===== config.mk =====
export PLATFORM = sky130hd
export DESIGN_NAME = ram_dumper
export DESIGN_NICKNAME = d
export VERILOG_FILES = /design/src/rtl/ram_dumper.sv
export SDC_FILE = /design/constraint.sdc
export NUM_CORES = 1
export LEC_CHECK = 0
export CAP_MARGIN = 15
export CORE_MARGIN = 2
export CORE_UTILIZATION = 54
export CTS_BUF_LIST = sky130_fd_sc_hd__clkbuf_16
export DETAILED_ROUTE_END_ITERATION = 12
export PLACE_DENSITY = 0.87
export SYNTH_ARGS = -nofsm -noshare
export SYNTH_HDL_FRONTEND = slang
export SYNTH_SLANG_ARGS = --single-unit

===== constraint.sdc =====
create_clock -name clk -period 2.96 [get_ports clk]
set_clock_uncertainty 0.1 [all_clocks]
set_input_delay 0.296 -clock clk [delete_from_list [all_inputs] [get_ports clk]]
set_output_delay 0.296 -clock clk [all_outputs]
set_load 0.05 [all_outputs]

===== src/rtl/ram_dumper.sv =====
// Streams every RAM byte, address 0 upward, to the host over the UART and waits
// for the host to echo each byte back before moving on; failures retransmit, then abort.
module ram_dumper #(
    parameter int ADDR_BITS   = 16,
    parameter int MAX_RETRY   = 3,
    parameter int ACK_TIMEOUT = 50000000
) (
    input  logic                 clk,
    input  logic                 rst_n,
    input  logic                 trigger,
    output logic [ADDR_BITS-1:0] ram_addr,
    output logic                 ram_rd_en,
    input  logic [7:0]           ram_q,
    output logic [7:0]           tx_data,
    output logic                 transmit,
    input  logic                 tx_done,
    input  logic [7:0]           rx_data,
    input  logic                 rx_done,
    output logic                 dumping,
    output logic                 done,
    output logic                 error
);

    localparam int TIMER_W = (ACK_TIMEOUT > 1) ? $clog2(ACK_TIMEOUT) : 1;
    localparam logic [TIMER_W-1:0]   TIMER_LAST  = TIMER_W'(ACK_TIMEOUT - 1);
    localparam logic [3:0]           RETRY_LIMIT = 4'(MAX_RETRY);
    localparam logic [ADDR_BITS-1:0] ADDR_LAST   = '1;

    typedef enum logic [3:0] {
        S_IDLE,
        S_READ,
        S_LATCH,
        S_SEND,
        S_WAIT_TX,
        S_WAIT_ACK,
        S_NEXT,
        S_FINISH,
        S_ABORT
    } state_t;

    state_t               state;
    logic [TIMER_W-1:0]   timer;
    logic [3:0]           retry_cnt;

    always_ff @(posedge clk or negedge rst_n) begin
        if (!rst_n) begin
            state     <= S_IDLE;
            timer     <= '0;
            retry_cnt <= '0;
            ram_addr  <= '0;
            ram_rd_en <= 1'b0;
            tx_data   <= '0;
            transmit  <= 1'b0;
            dumping   <= 1'b0;
            done      <= 1'b0;
            error     <= 1'b0;
        end else begin
            // NOTE: strobes default low every cycle and are raised only on the
            // transition into S_READ / S_SEND, so each lasts exactly one cycle.
            ram_rd_en <= 1'b0;
            transmit  <= 1'b0;

            case (state)
                S_IDLE: begin
                    if (trigger) begin
                        ram_addr  <= '0;
                        done      <= 1'b0;
                        error     <= 1'b0;
                        dumping   <= 1'b1;
                        retry_cnt <= '0;
                        ram_rd_en <= 1'b1;
                        state     <= S_READ;
                    end
                end
                S_READ: state <= S_LATCH;
                S_LATCH: begin
                    tx_data  <= ram_q;
                    transmit <= 1'b1;
                    state    <= S_SEND;
                end
                S_SEND: begin
                    timer <= '0;
                    state <= S_WAIT_TX;
                end
                S_WAIT_TX: begin
                    if (tx_done) state <= S_WAIT_ACK;
                end
                S_WAIT_ACK: begin
                    timer <= timer + 1'b1;
                    // A received byte on the timeout cycle takes priority over the timeout.
                    if (rx_done && (rx_data == tx_data)) begin
                        state <= S_NEXT;
                    end else if (rx_done || (timer == TIMER_LAST)) begin
                        if (retry_cnt < RETRY_LIMIT) begin
                            retry_cnt <= retry_cnt + 1'b1;
                            transmit  <= 1'b1;
                            state     <= S_SEND;
                        end else begin
                            state <= S_ABORT;
                        end
                    end
                end
                S_NEXT: begin
                    retry_cnt <= '0;
                    if (ram_addr == ADDR_LAST) begin
                        state <= S_FINISH;
                    end else begin
                        ram_addr  <= ram_addr + 1'b1;
                        ram_rd_en <= 1'b1;
                        state     <= S_READ;
                    end
                end
                S_FINISH: begin
                    done    <= 1'b1;
                    dumping <= 1'b0;
                    state   <= S_IDLE;
                end
                S_ABORT: begin
                    error   <= 1'b1;
                    dumping <= 1'b0;
                    state   <= S_IDLE;
                end
                default: state <= S_IDLE;
            endcase
        end
    end

endmodule


==> results.toml, run 1 <==
[die]
io_pins = 50
dieHeight_um = 80.6
row_count = 27
die_area_um2 = 6500
start_util_pct = 56.9
coreArea_um2 = 5570
chipWidth_um = 80.6

[timing]
tightest_slew_ns = 0.733
rsz0062_at_grt = "no"
finalHoldViolations = 0
finalCritPeriodShare_pct = 84.8
period_needed_ns = 2.51
report.final.setup_viol = 0
slew_headroom_pct = 51.0
tns_ns = 0
drv_slew = 0
fmax_mhz = 398

[cts]
cts_tree = "built"
numCtsBuffers = 9
clkSlewWorstSetupHoldPaths_ns = 0.05
clk_path_buf_depth = 2
cts.sinks = 63
clk_latency_ns = 0.32
h-tree-depth = 3
clock_tree.root_cell = "clkbuf_16"
post_cts_resized = 0

[grt]
antenna_found_initial = 0
grtUsageTotal_pct = 23.1
grt_first_pass_wirelength_mm = 11.7
grt_max_degree = 25
gr-total-overflow = 0
grt_pass1_vias = 2585

[logic_synthesis]
synth_top_area_share_pct = 49.7
ys_async_sr_fraction_pct = 100
synth_edf_count = 0
synth_top_area_cell = "dfrtp_1"
synthCells = 328
synthTopCellsByArea = "dfrtp_1 (50%), nand3_1 (5.0%), nand2_1 (4.3%)"
ys.flop_type = "dfrtp_1"
ys_types = 44
synth_seq_cells = 63
syn_area_per_cell_um2 = 9.67
synth_fp_nets = 352
syn_area_um2 = 3170
ys_seq_area_share_pct = 49.7
yosys_warnings = 0

[drt]
num_vias = 2662
drtIter0Drc = 145
vias_per_cell = 5.84
ant_nets = 0
dr.pass1.iters = 4
wl_per_cell_um = 15.1
route.detailed.drc = 0
drt-total-wl_mm = 6.88

[pwr]
p_comb_share_pct = 35.5
internal-power_mw = 1.96
p_per_area_nw_per_um2 = 794
ir_worst_vdd_mv = 0.702
swShare_pct = 37.9
p_switching_mw = 1.20
leakage_nw = 1.73
clock_power_share_pct = 27.8
pwr-share-seq_pct = 36.7

[worst_hold_path]
timing.hold.worst.class = "input pin to asynchronous set/reset pin"

[layout]
layout-drive-gt1-share_pct = 7.29
final_cell_mix = "dfrtp_1 (63), clkdlybuf4s50_1 (48), nand2_1 (36)"
num-nets-final = 405
diodes = 0
area_delta_synth_final_pct = 25.6
final_common_cell = "dfrtp_1"
design_area_um2 = 3980

[placement]
hpwl_mm = 5.03
place.gp.congestion = 0.861
placed_area_um2 = 3730
io_buffers = 49

[setup_path]
r2r-start = "state[1]"
cp-startpoint = "state[1]"
worst_r2r_path_depth = 5
required_ns = 3.09
regToRegSetupSlack_ns = 0.45
r2r-end = "ram_addr[9]"
cp.arrival_ns = 2.64
path_class = "register to register"
path_max_fanout = 13
cp-start-kind = "register"
crit_end = "ram_addr[9]"
cp-end-kind = "register"

[run]
drv_cap = 0

[outcome]
status = "complete, no violations"
## critical path: stages (launching register included)
cell,delay [ns]
dfrtp_1,0.56
nand2_2,0.13
or3_1,0.43
or4_1,0.66
or3_1,0.36
a21oi_1,0.17
## kinds of logic after synthesis
logic type	count (synthesis)	synth area share, %
muxes	16	5.37
xor gates and xnor gates	16	4.42
DFF	63	49.7
buffers and inverters	20	2.72
AOI/OAI and AO/OA	62	11.9
adders and majority gates	3	1.18
and+or+nand+nor	148	24.7
## how the worst min path moves through the flow
stage	start	end	slack (ns)	depth (start not counted)
3_5_place_dp	rst_n	ram_addr[7]	0.19	1
5_1_grt	timer[5]	timer[5]	0.40	1
2_1_floorplan	rst_n	done	-0.1	0
3_3_place_gp	rst_n	ram_addr[5]	0.18	1
4_1_cts	timer[5]	timer[5]	0.38	1
6_report	rst_n	ram_addr[5]	0.36	2
## Yosys cell counts (5+ instances only)
| master | instances |
|---|---|
| a21oi_1 | 10 |
| and3_1 | 8 |
| and4_1 | 5 |
| clkbuf_1 | 10 |
| dfrtp_1 | 63 |
| inv_1 | 6 |
| mux2_2 | 8 |
| mux2i_1 | 8 |
| nand2_1 | 36 |
| nand3_1 | 32 |
| nand4_1 | 9 |
| nor2_1 | 16 |
| nor3_1 | 6 |
| nor4_1 | 7 |
| o211ai_1 | 8 |
| o21ai_0 | 24 |
| o31ai_1 | 6 |
| or3_1 | 6 |
| or4_1 | 6 |
| xnor2_1 | 14 |
## final cells by class
class / instances / area, um^2
clock buffer: 9 / 225
clock inverter: 5 / 20.0
fill: 395 / 1590
inverter: 6 / 22.5
multi-input combinational: 245 / 1510
sequential: 63 / 1580
tap: 72 / 90.1
timing repair buffer: 56 / 541
## layer usage
layer | global-route usage, % | vias to the layer above | part of all wire (%)
met5 | 0 | - | 0
met4 | 8.14 | 0 | 0.49
met3 | 4.72 | 4 | 6.6
met2 | 38.1 | 82 | 49
met1 | 30.4 | 1264 | 44
li1 | - | 1312 | -
## sequential cells by signal, indices dropped and copies added (netlist names), 4 cells and up
register	count
ram_addr	16
retry_cnt	4
state	4
timer	26
tx_data	8
## power groups by stage
stage / Combinational, mW / Sequential, mW / Clock, mW
4_1_cts: 1.13 / 1.16 / 0.887
2_1_floorplan: 0.484 / 1.44 / 0
3_5_place_dp: 1.12 / 1.17 / 0
6_report: 1.12 / 1.16 / 0.881
5_1_grt: 1.20 / 1.19 / 0.930
3_3_place_gp: 1.09 / 1.16 / 0
## through the flow
step	std cells	worst slack (ns)	hold slack, ns	util (%)	power [mW]
after floorplan	328	0.670	-0.0996	-	1.93
after global placement	441	0.565	0.178	66.9	2.25
after detailed placement	441	0.475	0.191	66.9	2.30
after CTS	456	0.469	0.375	71.5	3.18
after global routing	456	0.284	0.395	71.5	3.32
final	456	0.449	0.361	71.5	3.16
## what timing repair did
action,in CTS,in global routing
endpoints found under the hold margin,19,0
hold buffers,1,0
setup buffers,0,0
(Power assumes the default switching activity.)
==> inputs of run 2 (changes only) <==
Settings changed: CORE_UTILIZATION 54 to 48, PLACE_DENSITY 0.87 to 0.82.
Clock period 2.96 ns to 2 ns, I/O delays scaled along.
==> run 2 against run 1 <==
Against the previous run:
- the run now ends with negative setup slack left
- final cell count up 9.9%
- setup slack worse by 0.49 ns
- highest routed layer unchanged
- fmax up 23%
- wire length up 16%
==> results.toml, run 2 (synthesized netlist as in run 1, its figures left out) <==
[placement]
place_ws_ns = -0.166
place_inst = 480
place.gp.congestion = 0.805
hpwl_mm = 5.28
io_buffers = 49

[grt]
grtUsageTotal_pct = 21.8
grt_max_degree = 64
gr-total-overflow = 0
grt_pass1_vias = 2794
antenna_found_initial = 0
grt_first_pass_wirelength_mm = 12.7

[layout]
area_delta_synth_final_pct = 42.4
final_cell_mix = "dfrtp_1 (56), clkdlybuf4s50_1 (48), buf_4 (38)"
nFillCells = 449
diodes = 0
top_register = "timer"
top_regs = "timer: 26 flops, ram_addr: 16 flops, tx_data: 8 flops"
largest_register_ffs = 26
final_core_util_pct = 70.7
final_common_cell = "dfrtp_1"
num-nets-final = 443
layout-drive-gt1-share_pct = 23.1
final_cells = 501

[drt]
drtIter0Drc = 212
num_vias = 2924
dr.pass1.iters = 5
wl_per_cell_um = 15.9
route.detailed.drc = 0
vias_per_cell = 5.84
drt-total-wl_mm = 7.98
ant_nets = 0

[cts]
clock_tree.root_cell = "clkbuf_16"
numCtsBuffers = 9
cts.sinks = 63
h-tree-depth = 3
clk_path_buf_depth = 2
cts_tree = "built"
clkSlewWorstSetupHoldPaths_ns = 0.05
clk_latency_ns = 0.33

[setup_path]
cp.arrival_ns = 2.21
path_max_fanout = 4
cp-start-kind = "register"
path_class = "register to register"
required_ns = 2.17
cp-end-kind = "register"

[die]
start_util_pct = 49.7
chipWidth_um = 85.3
dieHeight_um = 85.3
die_area_um2 = 7270
io_pins = 50
row_count = 29
coreArea_um2 = 6390

[pwr]
p_per_area_nw_per_um2 = 1200
leakage_nw = 1.99
p_total_mw = 5.42
ir_worst_vdd_mv = 1.04

[outcome]
status = "finished with violations"
violations = "negative setup slack"

[timing]
period_needed_ns = 2.05
rsz0062_at_grt = "yes"
fmax_mhz = 489
report.final.setup_viol = 4
finalCritPeriodShare_pct = 102
drv_slew = 0
worst_slack_ns = -0.0457
tightest_slew_ns = 0.558
hold_slack_ns = 0.321
finalHoldViolations = 0
slew_headroom_pct = 62.7

[run]
drv_cap = 0

[worst_hold_path]
timing.hold.worst.class = "input pin to asynchronous set/reset pin"
==> run 2: cell types whose count changed in the layout (fill, tap and decap cells not counted), moves of 3 or more <==
cell       previous run  this run
or3_1                 6         3
buf_4                 6        38
buf_6                 0         4
or4_4                 0         5
or4_1                 6         1
a21oi_2               0         3
bufinv_16             0         3
a21oi_1              10         7
dfrtp_2               0         7
dfrtp_1              63        56
or3_4                 0         3
nor4_1                7         4
==> run 2: worst paths after layout <==
| kind | startpoint | to | slack, ns | depth (start not counted) |
|---|---|---|---|---|
| worst max-delay path | state[2] | ram_addr[14] | -0.05 | 5 |
| worst min-delay path | rst_n | ram_addr[7] | 0.32 | 3 |
| worst max register to register | state[2] | ram_addr[14] | -0.05 | 5 |
| worst min register to register | timer[5] | timer[5] | 0.37 | 1 |
| max in group asynchronous | rst_n | timer[9] | 1.18 | 3 |
| min in group clk | timer[5] | timer[5] | 0.37 | 1 |
==> run 2: layer usage <==
metal / up-vias / part of all wire (%) / global-route usage [%] / wire (um)
met4: 0 / 1.1 / 4.76 / 88
met2: 98 / 52 / 37.6 / 4150
met5: - / 0 / 0 / 0
met3: 12 / 5.2 / 7.10 / 413
met1: 1424 / 42 / 26.7 / 3320
li1: 1390 / - / - / -
==> run 2: cell type report <==
class / instances / area, um^2 / share of cell area (%)
Sequential cell: 63 / 1590 / 35.1
Multi-Input combinational cell: 245 / 1620 / 35.9
Tap cell: 77 / 96.3 / 2.13
Timing Repair Buffer: 94 / 861 / 19.1
Inverter: 6 / 22.5 / 0.499
Clock buffer: 9 / 225 / 4.99
Clock inverter: 7 / 105 / 2.33
==> run 2: worst max-delay path: stages, from the launching register on <==
cell	delay, ns
dfrtp_1	0.40
nand2_2	0.07
or3_4	0.40
or4_4	0.52
or4_4	0.43
nand2_2	0.07
==> run 2: per-stage QoR <==
stage	TNS [ns]	area [um^2]
6_report	-0.144	4520
3_5_place_dp	-1.52	4020
4_1_cts	0	4390
2_1_floorplan	-1.89	3200
3_3_place_gp	-0.523	4020
5_1_grt	-0.750	4520
==> run 2: repair_timing <==
action / CTS / global route
gates resized for setup: 7 / 26
hold buffers: 1 / 0
buffers inserted: 1 / 3
pin swaps: 2 / 3
hold endpoints to repair: 63 / 0
endpoints found under the setup margin: 23 / 23
==> run 2: power breakdown <==
group / switching [mW] / total [mW] / internal (mW)
clock network: 0.544 / 1.74 / 1.20
logic: 1.19 / 2.02 / 0.835
registers: 0.168 / 1.65 / 1.49
